### config.mk
export PLATFORM = sky130hd
export DESIGN_NAME = voice_scheduler
export DESIGN_NICKNAME = d
export VERILOG_FILES = /design/src/rtl/voice_scheduler_pkg.sv /design/src/rtl/voice_scheduler_regfile.sv /design/src/rtl/voice_scheduler.sv
export SDC_FILE = /design/constraint.sdc
export NUM_CORES = 1
export LEC_CHECK = 0
export ABC_AREA = 1
export CAP_MARGIN = 20
export CELL_PAD_IN_SITES_DETAIL_PLACEMENT = 1
export CELL_PAD_IN_SITES_GLOBAL_PLACEMENT = 1
export CORE_UTILIZATION = 30
export DETAILED_ROUTE_END_ITERATION = 10
export GPL_TIMING_DRIVEN = 0
export PLACE_DENSITY_LB_ADDON = 0.2
export SYNTH_ARGS = -nofsm -noshare
export SYNTH_HDL_FRONTEND = slang
export SYNTH_SLANG_ARGS = --single-unit
### constraint.sdc
create_clock -name clk_in -period 11.2 [get_ports clk_in]
set_clock_uncertainty 0.15 [all_clocks]
set_input_delay 1.68 -clock clk_in [delete_from_list [all_inputs] [get_ports clk_in]]
set_output_delay 1.68 -clock clk_in [all_outputs]
set_load 0.03 [all_outputs]
### src/rtl/voice_scheduler_pkg.sv
// Shared definitions for the voice scheduler.
//  - config register indices inside a voice's 4-register window
//  - slot classification derived from the frame counter
//  - datapath widths
//  - nibble normalisation applied to raw LUT data before volume scaling
package voice_scheduler_pkg;

  // cfg_addr_in = {voice[1:0], reg[1:0]}
  localparam logic [1:0] REG_FREQ  = 2'd0;  // freq[15:0]
  localparam logic [1:0] REG_CTRL  = 2'd1;  // {type[6:4], vol[3:0]}
  localparam logic [1:0] REG_KEY   = 2'd2;  // keyon[0]
  localparam logic [1:0] REG_PHASE = 2'd3;  // direct phase load

  localparam int LUT_AW = 5;   // LUT address width
  localparam int WT_W   = 3;   // wave type width
  localparam int ACC_W  = 10;  // mix accumulator width (4 * 15 * 15 = 900 fits)

  // What the scheduler is doing in the current clock, decoded from fcnt.
  typedef enum logic [1:0] {
    SLOT_VOICE = 2'd0,  // fcnt == v, v < NUM_VOICES
    SLOT_MIX   = 2'd1,  // fcnt == NUM_VOICES
    SLOT_IDLE  = 2'd2   // every other fcnt value
  } slot_e;

  // Wave types with bit 2 set carry a 4-bit level in the top nibble;
  // the others are 1-bit waves whose level lives in bit 0.
  function automatic logic [3:0] norm_nib(input logic [15:0] data, input logic wide);
    return wide ? data[15:12] : {4{data[0]}};
  endfunction

endpackage

### src/rtl/voice_scheduler_regfile.sv
// Per-voice configuration and phase storage.
// Ports:
//  clk_in, reset_in          clock, async active-high reset
//  cfg_we_in/addr/data       config write port {voice[1:0], reg[1:0]}
//  i_inc_en, i_inc_voice     advance phase of one voice by its freq this clock
//  o_addr                    per-voice LUT address (top 5 phase bits)
//  o_type, o_vol, o_keyon    per-voice control fields
// A REG_PHASE write in the same clock as the increment of that voice wins.
module voice_regfile
  import voice_scheduler_pkg::*;
#(
  parameter int NUM_VOICES = 4,
  parameter int PHASE_W    = 16
) (
  input  logic                                clk_in,
  input  logic                                reset_in,
  input  logic                                cfg_we_in,
  input  logic [3:0]                          cfg_addr_in,
  input  logic [15:0]                         cfg_data_in,
  input  logic                                i_inc_en,
  input  logic [1:0]                          i_inc_voice,
  output logic [NUM_VOICES-1:0][LUT_AW-1:0]   o_addr,
  output logic [NUM_VOICES-1:0][WT_W-1:0]     o_type,
  output logic [NUM_VOICES-1:0][3:0]          o_vol,
  output logic [NUM_VOICES-1:0]               o_keyon
);

  logic [NUM_VOICES-1:0][PHASE_W-1:0] r_phase;
  logic [NUM_VOICES-1:0][15:0]        r_freq;
  logic [NUM_VOICES-1:0][WT_W-1:0]    r_type;
  logic [NUM_VOICES-1:0][3:0]         r_vol;
  logic [NUM_VOICES-1:0]              r_keyon;

  logic [1:0] w_voice;
  logic [1:0] w_reg;

  assign w_voice = cfg_addr_in[3:2];
  assign w_reg   = cfg_addr_in[1:0];

  // Voice indices >= NUM_VOICES never match the loop, so those writes drop.
  always_ff @(posedge clk_in or posedge reset_in) begin
    if (reset_in) begin
      r_phase <= '0;
      r_freq  <= '0;
      r_type  <= '0;
      r_vol   <= '0;
      r_keyon <= '0;
    end else begin
      for (int v = 0; v < NUM_VOICES; v++) begin
        if (i_inc_en && i_inc_voice == 2'(v)) begin
          r_phase[v] <= r_phase[v] + PHASE_W'(r_freq[v]);
        end
        // Placed after the increment so a phase load overrides it.
        if (cfg_we_in && w_voice == 2'(v)) begin
          case (w_reg)
            REG_FREQ:  r_freq[v] <= cfg_data_in;
            REG_CTRL: begin
              r_type[v] <= cfg_data_in[6:4];
              r_vol[v]  <= cfg_data_in[3:0];
            end
            REG_KEY:   r_keyon[v] <= cfg_data_in[0];
            REG_PHASE: r_phase[v] <= PHASE_W'(cfg_data_in);
            default:   ;
          endcase
        end
      end
    end
  end

  always_comb begin
    o_addr = '0;
    for (int v = 0; v < NUM_VOICES; v++) begin
      o_addr[v] = r_phase[v][PHASE_W-1 -: LUT_AW];
    end
  end

  assign o_type  = r_type;
  assign o_vol   = r_vol;
  assign o_keyon = r_keyon;

endmodule

### src/rtl/voice_scheduler.sv
// Time-multiplexes one external wave LUT across NUM_VOICES voices and mixes
// the volume-scaled results into one sample per frame of SAMPLE_DIV clocks.
// Also arbitrates the LUT's wave-memory write port, granting only in idle slots.
// Ports:
//  clk_in, reset_in                  clock, async active-high reset
//  cfg_we_in/addr_in/data_in         per-voice config writes
//  wmem_req_in/addr_in/data_in       wave-memory write request (held until ack)
//  wmem_ack_out                      one-clock grant
//  lut_addr_out, wave_type_out       LUT read address for the active voice
//  lut_data_in                       combinational LUT read data
//  mem_write_*_out                   LUT memory write port
//  sample_out, sample_valid_out      mixed sample and its one-clock strobe
// Handshake: a wave-memory write is accepted on a clock edge where wmem_req_in
// is high, no ack is currently being shown, and the following clock lies in
// the write window (NUM_VOICES+1 .. SAMPLE_DIV-2); ack/en are then high for
// exactly that following clock, and the requester may change req afterwards.
module voice_scheduler
  import voice_scheduler_pkg::*;
#(
  parameter int NUM_VOICES = 4,
  parameter int PHASE_W    = 16,
  parameter int SAMPLE_DIV = 64
) (
  input  logic        clk_in,
  input  logic        reset_in,
  input  logic        cfg_we_in,
  input  logic [3:0]  cfg_addr_in,
  input  logic [15:0] cfg_data_in,
  input  logic        wmem_req_in,
  input  logic [4:0]  wmem_addr_in,
  input  logic [3:0]  wmem_data_in,
  output logic        wmem_ack_out,
  output logic [4:0]  lut_addr_out,
  output logic [2:0]  wave_type_out,
  input  logic [15:0] lut_data_in,
  output logic [4:0]  mem_write_addr_out,
  output logic [3:0]  mem_write_data_out,
  output logic        mem_write_en_out,
  output logic [15:0] sample_out,
  output logic        sample_valid_out
);

  localparam int FW = $clog2(SAMPLE_DIV);
  localparam logic [FW-1:0] LAST_CNT = FW'(SAMPLE_DIV - 1);
  localparam logic [FW-1:0] MIX_CNT  = FW'(NUM_VOICES);
  localparam logic [FW-1:0] WIN_LO   = FW'(NUM_VOICES + 1);
  localparam logic [FW-1:0] WIN_HI   = FW'(SAMPLE_DIV - 2);

  logic [FW-1:0]      r_fcnt;
  logic [ACC_W-1:0]   r_acc;
  logic [LUT_AW-1:0]  r_lut_addr;
  logic [WT_W-1:0]    r_wave_type;
  logic [15:0]        r_sample;
  logic               r_sample_valid;
  logic               r_grant;
  logic [4:0]         r_mem_addr;
  logic [3:0]         r_mem_data;

  logic [FW-1:0]      w_fcnt_next;
  slot_e              w_slot;
  logic               w_next_is_voice;
  logic [LUT_AW-1:0]  w_next_addr;
  logic [WT_W-1:0]    w_next_type;
  logic [3:0]         w_cur_vol;
  logic               w_cur_keyon;
  logic [3:0]         w_nib;
  logic [7:0]         w_contrib;
  logic               w_grant;

  logic [NUM_VOICES-1:0][LUT_AW-1:0] w_voice_addr;
  logic [NUM_VOICES-1:0][WT_W-1:0]   w_voice_type;
  logic [NUM_VOICES-1:0][3:0]        w_voice_vol;
  logic [NUM_VOICES-1:0]             w_voice_keyon;

  voice_regfile #(
    .NUM_VOICES (NUM_VOICES),
    .PHASE_W    (PHASE_W)
  ) u_regfile (
    .clk_in      (clk_in),
    .reset_in    (reset_in),
    .cfg_we_in   (cfg_we_in),
    .cfg_addr_in (cfg_addr_in),
    .cfg_data_in (cfg_data_in),
    .i_inc_en    (w_slot == SLOT_VOICE),
    .i_inc_voice (r_fcnt[1:0]),
    .o_addr      (w_voice_addr),
    .o_type      (w_voice_type),
    .o_vol       (w_voice_vol),
    .o_keyon     (w_voice_keyon)
  );

  assign w_fcnt_next = (r_fcnt == LAST_CNT) ? '0 : r_fcnt + 1'b1;

  always_comb begin
    w_slot = SLOT_IDLE;
    if (r_fcnt < MIX_CNT) begin
      w_slot = SLOT_VOICE;
    end else if (r_fcnt == MIX_CNT) begin
      w_slot = SLOT_MIX;
    end
  end

  // The LUT address/type registers are loaded one clock ahead so the voice's
  // values are on the outputs for the whole of its slot; lut_data_in is then
  // consumed in that same slot.
  always_comb begin
    w_next_is_voice = 1'b0;
    w_next_addr     = '0;
    w_next_type     = '0;
    w_cur_vol       = '0;
    w_cur_keyon     = 1'b0;
    for (int v = 0; v < NUM_VOICES; v++) begin
      if (w_fcnt_next == FW'(v)) begin
        w_next_is_voice = 1'b1;
        w_next_addr     = w_voice_addr[v];
        w_next_type     = w_voice_type[v];
      end
      if (r_fcnt == FW'(v)) begin
        w_cur_vol   = w_voice_vol[v];
        w_cur_keyon = w_voice_keyon[v];
      end
    end
  end

  // The registered wave type is the one the LUT is answering for.
  assign w_nib     = norm_nib(lut_data_in, r_wave_type[2]);
  assign w_contrib = w_cur_keyon ? ({4'b0, w_nib} * {4'b0, w_cur_vol}) : 8'd0;

  assign w_grant = wmem_req_in && !r_grant &&
                   (w_fcnt_next >= WIN_LO) && (w_fcnt_next <= WIN_HI);

  always_ff @(posedge clk_in or posedge reset_in) begin
    if (reset_in) begin
      r_fcnt         <= '0;
      r_acc          <= '0;
      r_lut_addr     <= '0;
      r_wave_type    <= '0;
      r_sample       <= '0;
      r_sample_valid <= 1'b0;
      r_grant        <= 1'b0;
      r_mem_addr     <= '0;
      r_mem_data     <= '0;
    end else begin
      r_fcnt <= w_fcnt_next;

      r_lut_addr  <= w_next_is_voice ? w_next_addr : '0;
      r_wave_type <= w_next_is_voice ? w_next_type : '0;

      if (w_slot == SLOT_VOICE) begin
        // Slot 0 starts a fresh sum instead of adding to last frame's.
        r_acc <= ((r_fcnt == '0) ? '0 : r_acc) + ACC_W'(w_contrib);
      end

      r_sample_valid <= (w_slot == SLOT_MIX);
      if (w_slot == SLOT_MIX) begin
        r_sample <= {r_acc, 6'b0};
      end

      r_grant <= w_grant;
      if (w_grant) begin
        r_mem_addr <= wmem_addr_in;
        r_mem_data <= wmem_data_in;
      end
    end
  end

  assign lut_addr_out       = r_lut_addr;
  assign wave_type_out      = r_wave_type;
  assign sample_out         = r_sample;
  assign sample_valid_out   = r_sample_valid;
  assign wmem_ack_out       = r_grant;
  assign mem_write_en_out   = r_grant;
  assign mem_write_addr_out = r_mem_addr;
  assign mem_write_data_out = r_mem_data;

endmodule

==> reports/qor.csv, run 1 <==
stage;metric;value;unit
status;status;complete, no violations;
power;leakage power;7.42;nW
critical_path;crit path DAT;6040;ps
critical_path;worst setup path class;reg2reg;
final_layout;Layout Cells excl Fill;2329;
synth;Yosys top cell area share;40.3;%
sta;Slew Viols, Final;0;
sta;TNS Setup;0;ps
synth;Avg Cell Area, Syn;7.62;um2
clock_tree;Reg clk slew, reported paths;60;ps
grt;initial antenna violation count;2;
final_layout;commonest non-fill, non-tap cell in the layout;nand2_1;
sta;Hold Slack;327;ps
synth;post-synthesis xor/xnor area fraction;1.99;%
job;Max Cap Viol;0;
floorplan;area of the die;43300;um2
floorplan;Row Count;75;
drt;Via density;5.02;
final_layout;Finished Cell Area;15000;um2
critical_path;crit-path max FO;10;
critical_path;CP endpoint kind;flip-flop;
place;GP Congestion;0.866;
clock_tree;CTS root buffer;clkbuf_16;
critical_path;crit-path max cell delay;560;ps
clock_tree;CTS resizes;0;
synth;Compound-Gate Fraction of Synth Area;16.8;%
final_layout;Area Overhead vs Synth;18.0;%
sta;Tcrit/Tclk final;51.5;%
place;Inst Count DP;2284;
grt;largest net degree at the start of global routing;110;
floorplan;width of the die;208;um
clock_tree;# clock sinks;205;
synth;Area contributors post-synth;dfrtp_1 40%, nand2_1 13%, ha_1 8.3%;
final_layout;fin nets;1917;
critical_path;CP most frequent cell;inv_1;
critical_path;kind of cell adding the most delay to the critical path;adder cells;
critical_path;slowest stage cell on the critical path;fa_1;
critical_path;CP Data Required Time;11470;ps
synth;Yosys Warn Count;0;
critical_path;CP Launch Type;flip-flop;
sta;unrepaired setup endpoints after global routing;no;
sta;final number of setup-violating endpoints;0;
clock_tree;CTS tree;built;
clock_tree;Max clock buf depth;3;
grt;vias in the first global route;12300;
floorplan;die height;208;um
sta;FMAX;0.173;GHz
synth;largest family of logic cells by synthesized area;simple AND/OR/NAND/NOR gates;
drt;final wirelength;44000;um
drt;post-detailed-route wirelength per cell;18.9;um
final_layout;Fillers;5093;
place;Placement Cell Area;14100;um2
sta;relative slew slack;24.7;%
power;Final Power;2.66;mW
drt;DR pass1 iterations;5;
floorplan;I/O pins;85;
clock_tree;TritonCTS Buffers;27;
sta;min Tclk post-route;5770;ps
synth;Post-Syn Area;12700;um2
synth;simple-gate share of the synthesized area;23.7;%
sta;Worst Tran Pin Value;1130;ps
power;P per Cell Area;177;nW/um2
final_layout;# diodes;0;
drt;Initial DRC Count;455;
power;peak supply drop;97.5;uV
clock_tree;cts hold-fix bufs;0;
floorplan;Initial Utilization;30.4;%
place;I/O Buffers;67;
grt;total grt overflow;0;
synth;leading area contributor after synthesis;dfrtp_1;
synth;Seq cells post-synth;205;
synth;Seq/Total Area, Yosys;40.3;%
grt;global-route wire length before repair;70300;um
synth;Post-Syn Instances;1672;
critical_path;Worst Path Buf+Inv;5;
drt;via count;11700;
worst_hold_path;Hold WC Path Type;reg2reg;
sta;Final Hold Vio Count;0;
place;DPL Wire Length;32600;um
critical_path;crit path cell chain;inv_1 -> ha_1 -> inv_1 -> nor2_1 -> buf_2 -> a21oi_1 -> nand2_1 -> o211ai_1 -> nand2_1 -> nand2_1 -> fa_1 -> inv_1 -> fa_1 -> inv_1 -> fa_1 -> o21ai_0 -> xnor2_1 -> a21oi_1 -> ha_1 -> a21oi_1 -> nand3_1 -> or2_2 -> nand3_1 -> o21ai_0;
clock_tree;Post-CTS Setup Repair Bufs;0;
synth;Post-Synth Adder-Cell Area;9.76;%
synth;share of cell area taken by muxes after synthesis;0;%
drt;post-route ant nets;0;
clock_tree;latest clock arrival within the worst-skew pair;550;ps
synth;Cell variety after synth;43;
drt;residual DRC count;0;
final_layout;share of cells above drive strength 1;5.64;%
floorplan;core area;41900;um2
grt;Total GRT Usage;20.7;%
clock_tree;H-tree levels;1;
final_layout;most frequent cells in the layout;426 x nand2_1, 205 x dfrtp_1, 172 x o21ai_0, 170 x a21oi_1, 161 x inv_1;
## worst paths after layout
path	startpoint	endpoint	slack, ps	cells after the start
worst max-delay path	r_fcnt[1]$_DFF_PP0_	r_acc[7]$_DFFE_PP0N_	5430	24
worst min-delay path	sample_out[12]$_DFFE_PP0P_	sample_out[12]$_DFFE_PP0P_	330	2
worst max register to register	r_fcnt[1]$_DFF_PP0_	r_acc[7]$_DFFE_PP0N_	5430	24
worst min register to register	sample_out[12]$_DFFE_PP0P_	sample_out[12]$_DFFE_PP0P_	330	2
max in group asynchronous	reset_in	mem_write_en_out$_DFF_PP0_	8310	3
min in group asynchronous	reset_in	u_regfile.r_freq[22]$_DFFE_PP0P_	1520	2
## metal layers
layer  share of wire, %  routed length (um)  global-route usage (%)  vias up
li1                   -                   -                       -     5741
met4                1.9                 845                    4.96        0
met5                  0                   0                       0        -
met3                3.4                1480                    2.29       48
met1                 48               21200                    28.7     5743
met2                 47               20500                    34.5      162
## layout make-up
type	instances	area (um2)	share of cell area, %
clock buffer	36	769	5.12
timing repair buffer	68	698	4.65
buffer	58	298	1.98
multi-input combinational	1244	6690	44.5
clock inverter	9	123	0.816
sequential	205	5130	34.1
tap	539	674	4.49
inverter	170	648	4.31
## cell families (layout without fill, tap and decap cells)
logic type               count (synthesis)  after routing
AND/OR/NAND/NOR                        711            711
AO/OA/AOI/OAI                          404            404
buffers and inverters                  228            341
flip-flops                             205            205
adder cells (fa/ha/maj)                 94             94
XOR/XNOR                                29             29
other                                    1              6
## flip-flops by register name, indices dropped and copies added (netlist names)
signal	flops
sample_valid_out	1
u_regfile.o_vol	16
lut_addr_out	5
mem_write_data_out	4
r_acc	10
wave_type_out	3
u_regfile.o_keyon	4
u_regfile.r_freq	64
u_regfile.o_type	12
r_fcnt	6
sample_out	10
mem_write_en_out	1
mem_write_addr_out	5
u_regfile.r_phase	44
u_regfile.o_addr	20
## through the flow
step / util, % / setup WS, ps
global placement: 33.6 / 406
detailed placement: 33.7 / 4960
global route: 35.8 / 5040
floorplan: - / 3770
CTS: 35.8 / 5350
finish: 35.8 / 5430
## synthesized netlist by cell type, drive strengths merged
library cell,count
a21boi,1
a21o,7
a21oi,172
a22oi,12
a31oi,4
and2,3
buf,24
clkbuf,34
conb,1
dfrtp,205
fa,9
ha,85
inv,170
nand2,432
nand3,105
nand3b,12
nand4,9
nor2,130
nor3,9
nor4,6
o211ai,7
o21a,4
o21ai,175
o22ai,22
or2,5
xnor2,13
xor2,16
## worst register-to-register path: stages, from the launching register on
cell	delay, ps
dfrtp_1	460
inv_1	110
ha_1	200
inv_1	130
nor2_1	340
buf_2	370
a21oi_1	120
nand2_1	100
o211ai_1	180
nand2_1	120
nand2_1	80
fa_1	540
inv_1	60
fa_1	560
inv_1	70
fa_1	460
o21ai_0	240
xnor2_1	100
a21oi_1	210
ha_1	330
a21oi_1	150
nand3_1	120
or2_2	290
nand3_1	70
o21ai_0	80
## where the power goes
part / switching, mW / leakage, nW / internal, mW
Combinational: 0.510 / 4.44 / 0.307
Sequential: 0.0888 / 2.54 / 0.866
Clock: 0.345 / 0.442 / 0.544
Total: 0.944 / 7.42 / 1.72
No activity file was read; power rests on OpenSTA's default activity.
==> run 2, diff against run 1 <==
==> constraint.sdc (replaced) <==
create_clock -name clk_in -period 5.3 [get_ports clk_in]
set_clock_uncertainty 0.15 [all_clocks]
set_input_delay 0.795 -clock clk_in [delete_from_list [all_inputs] [get_ports clk_in]]
set_output_delay 0.795 -clock clk_in [all_outputs]
set_load 0.03 [all_outputs]
==> run 2 against run 1 <==
Compared with the run above:
- critical endpoint unchanged
- count of clock-buffer cells in the layout shrank 1
- critical path type unchanged
- sequential share of layout area is 0.61 points lower
- combinational power up 110%
- wire length hardly changed
==> reports/qor.csv, run 2 (synthesized netlist as in run 1, its figures left out) <==
stage;metric;value;unit;change
status;status;complete, no violations;;
floorplan;I/O pins;85;;unchanged
clock_tree;CTS root buffer;clkbuf_16;;
final_layout;Finished Cell Area;15300;um2;+1.9%
floorplan;Initial Utilization;30.4;%;unchanged
critical_path;crit-path max FO;6;;-4
sta;Final Hold Vio Count;0;;unchanged
sta;FMAX;0.202;GHz;+16%
final_layout;Final Core Density;36.5;%;+0.68 points
worst_hold_path;Hold WC Path Type;reg2reg;;
grt;Total GRT Usage;20.5;%;-0.20 points
sta;Slew Viols, Final;0;;unchanged
final_layout;Area Overhead vs Synth;20.2;%;
drt;post-route ant nets;0;;unchanged
final_layout;commonest non-fill, non-tap cell in the layout;nand2_1;;
floorplan;area of the die;43300;um2;unchanged
grt;largest net degree at the start of global routing;41;;-63%
grt;global-route wire length before repair;69400;um;-1.2%
place;I/O Buffers;67;;unchanged
clock_tree;H-tree levels;1;;unchanged
sta;final number of setup-violating endpoints;0;;unchanged
power;combinational share of power;30.6;%;about the same
worst_hold_path;Hold Path Origin;sample_out[7]$_DFFE_PP0P_;;
power;Final Power;5.65;mW;+110%
sta;Hold Slack;322;ps;-4.97 ps
critical_path;crit path DAT;5230;ps;-810 ps
floorplan;Row Count;75;;unchanged
place;DPL Wire Length;33200;um;+1.8%
place;Inst Count DP;2288;;+0.18%
power;P_sw;2.02;mW;+110%
floorplan;width of the die;208;um;unchanged
final_layout;most frequent cells in the layout;426 x nand2_1, 202 x dfrtp_1, 171 x o21ai_0, 169 x a21oi_1, 158 x inv_1;;
clock_tree;CTS tree;built;;
final_layout;# diodes;0;;unchanged
sta;Final WS setup;341;ps;-5090 ps
drt;residual DRC count;0;;unchanged
power;P per Cell Area;369;nW/um2;+110%
power;Sw Share;35.8;%;+0.30 points
place;dpl ws;-469;ps;-5430 ps
job;Max Cap Viol;0;;unchanged
sta;Tcrit/Tclk final;93.6;%;+42 points
critical_path;worst setup path class;reg2reg;;
clock_tree;TritonCTS Buffers;27;;unchanged
power;Seq pwr share;35.7;%;-0.2 points
floorplan;core area;41900;um2;unchanged
sta;TNS Setup;0;ps;unchanged
final_layout;Fillers;5139;;+0.90%
drt;DR pass1 iterations;5;;unchanged
drt;Via density;5.01;;-0.12%
drt;post-detailed-route wirelength per cell;18.7;um;-0.81%
power;leakage power;7.56;nW;+1.8%
grt;initial antenna violation count;1;;-1
critical_path;CP endpoint kind;flip-flop;;
power;peak supply drop;196;uV;+100%
grt;total grt overflow;0;;unchanged
final_layout;max FFs per register;64;;unchanged
critical_path;Reg2Reg Launch Point;r_fcnt[2]$_DFF_PP0_;;
power;Internal Power;3.63;mW;+110%
final_layout;Layout Cells excl Fill;2350;;+0.90%
final_layout;Biggest register;u_regfile.r_freq;;
drt;Initial DRC Count;540;;+19%
clock_tree;Reg clk slew, reported paths;60;ps;about the same
drt;via count;11800;;+0.78%
final_layout;fin nets;1934;;+0.89%
power;clock share of power;33.6;%;+0.2 points
critical_path;Worst setup startpoint;r_fcnt[2]$_DFF_PP0_;;
sta;min Tclk post-route;4960;ps;-811 ps
clock_tree;# clock sinks;205;;unchanged
grt;vias in the first global route;12000;;-2.7%
clock_tree;cts hold-fix bufs;0;;unchanged
critical_path;CP Data Required Time;5570;ps;-5900 ps
clock_tree;latest clock arrival within the worst-skew pair;560;ps;about the same
clock_tree;Max clock buf depth;3;;unchanged
drt;final wirelength;44000;um;about the same
sta;relative slew slack;21.6;%;-3.1 points
floorplan;die height;208;um;unchanged
place;Placement Cell Area;14200;um2;+0.49%
sta;Worst Tran Pin Value;1180;ps;+46.3 ps
place;GP Congestion;0.858;;-0.85%
critical_path;CP Launch Type;flip-flop;;
final_layout;share of cells above drive strength 1;7.56;%;+1.9 points
-- run 2: cell types whose count changed in the layout (fill, tap and decap cells not counted), sizes merged --
cell	change
buf	+15
clkbuf	+1
clkinv	+3
clkinvlp	+2
-- run 2: final timing paths --
check / slack (ps) / depth (start not counted) / end
max: 340 / 25 / r_acc[7]$_DFFE_PP0N_
min: 320 / 2 / sample_out[7]$_DFFE_PP0P_
max reg2reg: 340 / 25 / r_acc[7]$_DFFE_PP0N_
min reg2reg: 320 / 2 / sample_out[7]$_DFFE_PP0P_
max in group asynchronous: 3230 / 5 / u_regfile.r_phase[54]$_DFF_PP0_
min in group asynchronous: 550 / 2 / u_regfile.r_freq[10]$_DFFE_PP0P_
-- run 2: cell type report --
class / instances / area [um2] / area share, %
buffer: 58 / 323 / 2.11
sequential: 205 / 5130 / 33.5
timing repair buffer: 85 / 868 / 5.67
inverter: 170 / 647 / 4.22
multi-input combinational: 1244 / 6760 / 44.1
clock buffer: 35 / 756 / 4.94
tap: 539 / 674 / 4.40
clock inverter: 14 / 154 / 1.00
-- run 2: critical path, cell delays in order, from the launching register on --
cell and delay, ps:
dfrtp_1 430, inv_2 120, nand2_1 100, nor2_4 200, nand2_4 110, inv_1 110, buf_6 110, a21oi_1 50
nand2_1 80, o211ai_1 180, a21o_1 220, fa_1 480, inv_1 60, fa_1 570, inv_1 70, fa_2 410
xor2_1 150, a21oi_1 180, ha_1 320, nand2_1 80, nand2_1 50, nand3_1 60, nand3_1 100, or2_2 280
nand3_1 60, o21ai_0 80
-- run 2: repair_timing --
action,in CTS,in global routing
setup endpoints to repair,5,4
gates resized for setup,13,17
pin swaps,3,3
setup buffers,2,11
-- run 2: power by group through the flow --
stage               Combinational, mW  Sequential [mW]  Clock, mW
finish                           1.73             2.02       1.90
global route                     1.98             2.05       2.01
CTS                              1.74             2.02       1.95
detailed placement               1.73             2.04          0
global placement                 1.67             2.04          0
floorplan                        1.27             2.00          0
-- run 2: layer usage --
layer,vias to the layer above,GRT usage (%),part of all wire (%)
met3,47,2.43,3.2
met2,173,33.7,47
met4,0,5.11,1.9
met1,5792,28.7,48
li1,5773,-,-
met5,-,0,0
